## config.mk

```make
export PLATFORM = sky130hd
export DESIGN_NAME = pipe_stage_reg
export DESIGN_NICKNAME = d
export VERILOG_FILES = /design/src/rtl/pipe_pkg.sv /design/src/rtl/pipe_sat_counter.sv /design/src/rtl/pipe_stage_reg.sv
export SDC_FILE = /design/constraint.sdc
export NUM_CORES = 1
export LEC_CHECK = 0
export ABC_AREA = 1
export CAP_MARGIN = 20
export CORE_UTILIZATION = 50
export DETAILED_ROUTE_END_ITERATION = 10
export PLACE_DENSITY_LB_ADDON = 0.2
export SKIP_CTS_REPAIR_TIMING = 1
export SYNTH_ARGS = -nofsm -noshare
export SYNTH_HDL_FRONTEND = slang
export SYNTH_SLANG_ARGS = --single-unit
```

## constraint.sdc

```tcl
create_clock -name clk -period 14.8 [get_ports clk]
set_clock_uncertainty 0.05 [all_clocks]
set_input_delay 2.22 -clock clk [delete_from_list [all_inputs] [get_ports clk]]
set_output_delay 2.22 -clock clk [all_outputs]
set_load 0.02 [all_outputs]
```

## src/rtl/pipe_pkg.sv

```systemverilog
// Shared types and constants for the pipeline stage register.
package pipe_pkg;

  localparam logic [31:0] NOP_INSTR_DEF = 32'h0000_0013;

  typedef enum logic [1:0] {
    EMPTY = 2'd0,
    ONE   = 2'd1,
    TWO   = 2'd2
  } pipe_state_t;

  // Default-width payload; the stage itself derives a width-matched copy.
  typedef struct packed {
    logic [31:0] instr;
    logic [63:0] pc;
  } pipe_payload_t;

endpackage

```

## src/rtl/pipe_sat_counter.sv

```systemverilog
// Saturating up-counter, cleared only by reset.
module pipe_sat_counter #(
  parameter int CNT_W = 32
) (
  input  logic             clk,
  input  logic             reset,
  input  logic             inc,
  output logic [CNT_W-1:0] count
);

  always_ff @(posedge clk or posedge reset) begin
    if (reset) begin
      count <= '0;
    end else if (inc && (count != '1)) begin
      count <= count + CNT_W'(1);
    end
  end

endmodule

```

## src/rtl/pipe_stage_reg.sv

```systemverilog
// Valid/ready pipeline register with two-entry skid buffer and flush.
// Perf counters are present when PIPE_STAGE_PERF_EN is defined.
module pipe_stage_reg
  import pipe_pkg::*;
#(
  parameter int          INSTR_W   = 32,
  parameter int          PC_W      = 64,
  parameter logic [31:0] NOP_INSTR = NOP_INSTR_DEF,
  parameter int          CNT_W     = 32
) (
  input  logic               clk,
  input  logic               reset,
  input  logic               in_valid,
  output logic               in_ready,
  input  logic [INSTR_W-1:0] in_instr,
  input  logic [PC_W-1:0]    in_pc,
  input  logic               flush,
  output logic               out_valid,
  input  logic               out_ready,
  output logic [INSTR_W-1:0] out_instr,
  output logic [PC_W-1:0]    out_pc
`ifdef PIPE_STAGE_PERF_EN
  ,
  output logic [CNT_W-1:0]   stall_cnt,
  output logic [CNT_W-1:0]   bubble_cnt
`endif
);

  typedef struct packed {
    logic [INSTR_W-1:0] instr;
    logic [PC_W-1:0]    pc;
  } payload_t;

  localparam payload_t NOP_PAYLOAD = '{
    instr: INSTR_W'(NOP_INSTR),
    pc:    '0
  };

  pipe_state_t state_q, state_d;
  payload_t    main_q, main_d;
  payload_t    skid_q, skid_d;
  payload_t    in_pl;
  logic        out_valid_q, in_ready_q;
  logic        accept, emit;

  assign in_pl  = '{instr: in_instr, pc: in_pc};
  assign accept = in_valid & in_ready_q;
  assign emit   = out_valid_q & out_ready;

  always_comb begin
    state_d = state_q;
    main_d  = main_q;
    skid_d  = skid_q;
    if (flush) begin
      state_d = EMPTY;
      main_d  = NOP_PAYLOAD;
    end else begin
      unique case (state_q)
        EMPTY: begin
          if (accept) begin
            main_d  = in_pl;
            state_d = ONE;
          end
        end
        ONE: begin
          if (accept && emit) begin
            main_d = in_pl;
          end else if (emit) begin
            state_d = EMPTY;
          end else if (accept) begin
            skid_d  = in_pl;
            state_d = TWO;
          end
        end
        TWO: begin
          if (emit) begin
            main_d  = skid_q;
            state_d = ONE;
          end
        end
        default: begin
          state_d = EMPTY;
          main_d  = NOP_PAYLOAD;
        end
      endcase
    end
  end

  // Handshake outputs are registered copies of the next-state decode.
  always_ff @(posedge clk or posedge reset) begin
    if (reset) begin
      state_q     <= EMPTY;
      main_q      <= NOP_PAYLOAD;
      skid_q      <= '0;
      out_valid_q <= 1'b0;
      in_ready_q  <= 1'b1;
    end else begin
      state_q     <= state_d;
      main_q      <= main_d;
      skid_q      <= skid_d;
      out_valid_q <= (state_d != EMPTY);
      in_ready_q  <= (state_d != TWO);
    end
  end

  assign out_valid = out_valid_q;
  assign in_ready  = in_ready_q;
  assign out_instr = main_q.instr;
  assign out_pc    = main_q.pc;

`ifdef PIPE_STAGE_PERF_EN
  pipe_sat_counter #(.CNT_W(CNT_W)) u_stall_cnt (
    .clk   (clk),
    .reset (reset),
    .inc   (out_valid_q & ~out_ready),
    .count (stall_cnt)
  );

  pipe_sat_counter #(.CNT_W(CNT_W)) u_bubble_cnt (
    .clk   (clk),
    .reset (reset),
    .inc   (~out_valid_q),
    .count (bubble_cnt)
  );
`endif

endmodule

```

---- Word-level counts from Yosys, hierarchy flattened ----
Index checks and enable logic that the tools add are counted.
storage, ports and cells
  register bits ........................... 196
cells by class
  eq/ne operators ......................... 6
  mux-type cells .......................... 12
  bitwise gates (word level) .............. 5
  reductions and logical operators ........ 5
operators with widths
  kind                                                                    count
  96-bit 2-to-1 mux                                                       4
  96-bit one-hot mux with 3 select lines                                  1
  2-bit 2-to-1 mux                                                        6
  3-bit inequality test (second input constant)                           3
  2-bit one-hot mux with 3 select lines                                   1
  5-bit AND reduction                                                     1
  1-bit NOT                                                               3
  3-bit AND reduction                                                     1
  1-bit AND                                                               2
  2-bit by 1-bit equality test with 1-bit output (second input constant)  1
  2-bit equality test (second input constant)                             1
  2-bit logical NOT                                                       1
  2-bit inequality test (second input constant)                           1
  2-bit nonzero test                                                      1
  1-bit logical AND                                                       1

---- Longest topological paths before layout ----
  word-level depth ........................ 7
  gate-level depth with buffers ........... 10
  depth with buffers taken out ............ 7

---- Worst setup path before layout ----
No wires, ideal clock.
  path kind ............................... input-to-reg
  start point ............................. input port flush
  end point ............................... register main_q, in the netlist out_instr[19]
  data arrival time ....................... 3.128 ns
  path slack .............................. 11.505 ns
  stages .................................. 7
  cells stage by stage .................... buf_2 > nor2_2 > nand2_2 > buf_2 > buf_2 > nand3_1 > nand2_1
between the ends
  cells in the longest elaborated chain, start to end .. 2
  elaborated cells on any way between the ends .. 5
ends and longest elaborated chain
  element                          RTL line              text
  start: declaration               pipe_stage_reg.sv:17  input logic flush,
  3-bit inequality test (no line)  -
  3-bit AND reduction (no line)    -
  end signal: assignment           pipe_stage_reg.sv:99  main_q <= main_d;
  end: declaration                 pipe_stage_reg.sv:40  payload_t main_q, main_d;
Parallel ways exist; a longest one is shown, timed or not.
A chain may end at the register's enable or synchronous reset.

---- Worst setup path in the final report ----
  start point ............................. input port flush
  end point ............................... register main_q, in the netlist out_instr[18]
Same word-level chain as after synthesis.

==> results_dict.tcl <==
set metrics [dict create \
    critPathCaptureType "flip-flop" \
    io_buffers 198 \
    worstMarginPinSlew_ns 1.146 \
    path_cells "buf_4 -> buf_4 -> inv_1 -> nand3_4 -> buf_16 -> nand2_4 -> nand2_1 -> nand2_1" \
    yosysSeqAreaShare_pct 53.00 \
    hold_class "reg -> reg" \
    vias 8824 \
    critPathMaxStageDelay_ns 0.77 \
    ys.warnings.count 0 \
    slew_violations 0 \
    avgViaCountPerCell 5.649 \
    cts_inserted_buffers 17 \
    synth_fp_nets 1295 \
    initial_core_util_pct 51.22 \
    synth_top_area_cell "dfrtp_1" \
    p_per_area_nw_per_um2 145.0 \
    h-tree-depth 4 \
    rows 49 \
    clk_latency_ns 0.42 \
    clkPwrFrac_pct 27.9 \
    critPathMaxFanout 96 \
    num_io_pins 199 \
    cts_tree "yes" \
    routed_wl_um 25880 \
    grt_max_degree 121 \
    cts_buffer_depth 2 \
    finalSetupViolCount 0 \
    place_congestion 0.7559 \
    rrSetupSlack_ns 11.40 \
    hold_violations 0 \
    synthCells 1194 \
    crit_type "in -> reg" \
    die-area_um2 19080 \
    grt_first_pass_wirelength_um 42630 \
    final_common_cell "nand2_1" \
    die_w_um 138.1 \
    switchingPower_w 0.0005611 \
    period_needed_ns 5.040 \
    yosys-top-cells-area "dfrtp_1 (52%), nand2_1 (20%), nand3_1 (15%)" \
    design.core.area_um2 18090 \
    syn_area_um2 9264 \
    switching_share_pct 32.61 \
    p_comb_share_pct 26.1 \
    fmax_mhz 198.4 \
    drt-initial-drc-count 994 \
    p_total_w 0.001721 \
    arrival_ns 5.30 \
    seqPwrFrac_pct 46.0 \
    slew_headroom_pct 23.58 \
    leakagePower_nw 5.903 \
    drv_cap 0 \
    setup_tns_ns 0 \
    dpl.hpwl_um 13960 \
    antenna_found_initial 1 \
    period_share_pct 34.05 \
    ys_seq_elements 196 \
    internal-power_w 0.001159 \
    path_clk_slew_ns 0.07 \
    status "complete, but fails checks" \
    area_growth_pct 28.05 \
    rsz0062_at_grt "false" \
    drive_above_1_share_pct 4.129 \
    gr-total-overflow 0 \
    ys_types 20 \
    clock_sinks 196 \
    ant_nets 0 \
    yosysTopAreaCellShare_pct 51.86 \
    post-route-drc-count 24 \
    cp.required_ns 15.06 \
    syn_area_per_cell_um2 7.759 \
    peakVddDrop_mv 0.09320 \
    violations "DRC" \
    mostFrequentLayoutCells "nand2_1 (494), nand3_1 (283), clkdlybuf4s50_1 (197), dfrtp_1 (191), a21oi_1 (93)" \
    grt_pass1_vias 8118 \
    critPathSlowestCell "buf_4" \
    die_h_um 138.1 \
    first_pass_iters 9 \
    nNetsFinal 1420 \
    ctsRootBufferMaster "clkbuf_16" \
    track_usage_pct 27.39 \
    wl_per_cell_um 16.57 \
    start_kind "primary input" \
]
-- power groups by stage --
stage | clock (W) | sequential [W] | combinational (W)
floorplan | 0 | 0.000828 | 0.000232
global placement | 0 | 0.000790 | 0.000434
detailed placement | 0 | 0.000795 | 0.000447
CTS | 0.000486 | 0.000789 | 0.000449
global route | 0.000506 | 0.000810 | 0.000499
finish | 0.000481 | 0.000791 | 0.000449
-- metrics by stage --
| stage | std cells | cell area, um2 | utilization, % | hold WS [ns] | worst slack [ns] |
|---|---|---|---|---|---|
| floorplan | 1194 | 9264 | - | 0.3925 | 7.196 |
| CTS | 1558 | 11780 | 65.12 | 0.4191 | 9.045 |
| finish | 1562 | 11860 | 65.59 | 0.4204 | 9.760 |
| detailed placement | 1526 | 11170 | 61.74 | 0.4071 | 8.585 |
| global placement | 1525 | 11140 | 61.59 | 0.4033 | 8.694 |
| global route | 1562 | 11860 | 65.59 | 0.4411 | 9.472 |
-- worst max-delay path, delay by kind of cell --
| kind | cells | cell delay (ns) |
|---|---|---|
| buf+inv | 4 | 1.59 |
| simple gates | 4 | 1.40 |
-- final cells by class --
class | count | area, um2
antenna | 1 | 2.502
clock buffer | 21 | 460.4
clock inverter | 11 | 150.1
fill | 1533 | 6223
inverter | 11 | 52.55
multi-input combinational | 885 | 3862
sequential | 196 | 4913
tap | 229 | 286.5
timing repair buffer | 208 | 2135
-- Yosys cell counts --
library cell / n
dfstp_2: 4
buf_2: 36
nand4_1: 1
o21ai_0: 4
inv_4: 1
inv_2: 1
nand3b_1: 3
a21oi_1: 93
buf_6: 1
buf_4: 12
buf_1: 5
dfrtp_1: 192
nand2_1: 494
nor2_2: 2
nand2_2: 3
nand3_2: 1
clkbuf_1: 48
inv_1: 9
nand3_1: 283
nor2_1: 1
-- flip-flops by register name, summed over array words and instances (netlist names) --
register	cells
skid_q	96
out_pc	64
out_instr	32
state_q	2
in_ready	1
out_valid	1
-- final timing paths --
path | startpoint | end | cells after the start
max reg2reg | state_q[1] | out_instr[18] | 9
max in group asynchronous | reset | out_instr[16] | 3
min reg2reg | skid_q[8] | skid_q[8] | 2
min in group asynchronous | reset | out_pc[24] | 2
max | flush | out_instr[18] | 8
min | skid_q[8] | skid_q[8] | 2
-- logic make-up (layout without fill, tap and decap cells) --
family / after synthesis / after routing / synth area share [%]
buffers and inverters: 113 / 251 / 5.659
other: 0 / 1 / 0
DFF: 196 / 196 / 53.00
and+or+nand+nor: 788 / 788 / 36.10
AOI/OAI and AO/OA: 97 / 97 / 5.240
-- metal layers --
layer | track usage [%] | share of wire [%] | vias up
li1 | - | - | 4153
met1 | 39.47 | 44 | 4253
met2 | 41.46 | 47 | 386
met3 | 5.265 | 7.4 | 32
met4 | 9.639 | 1.7 | 0
met5 | 0 | 0 | -
No activity file was read; power rests on OpenSTA's default activity.
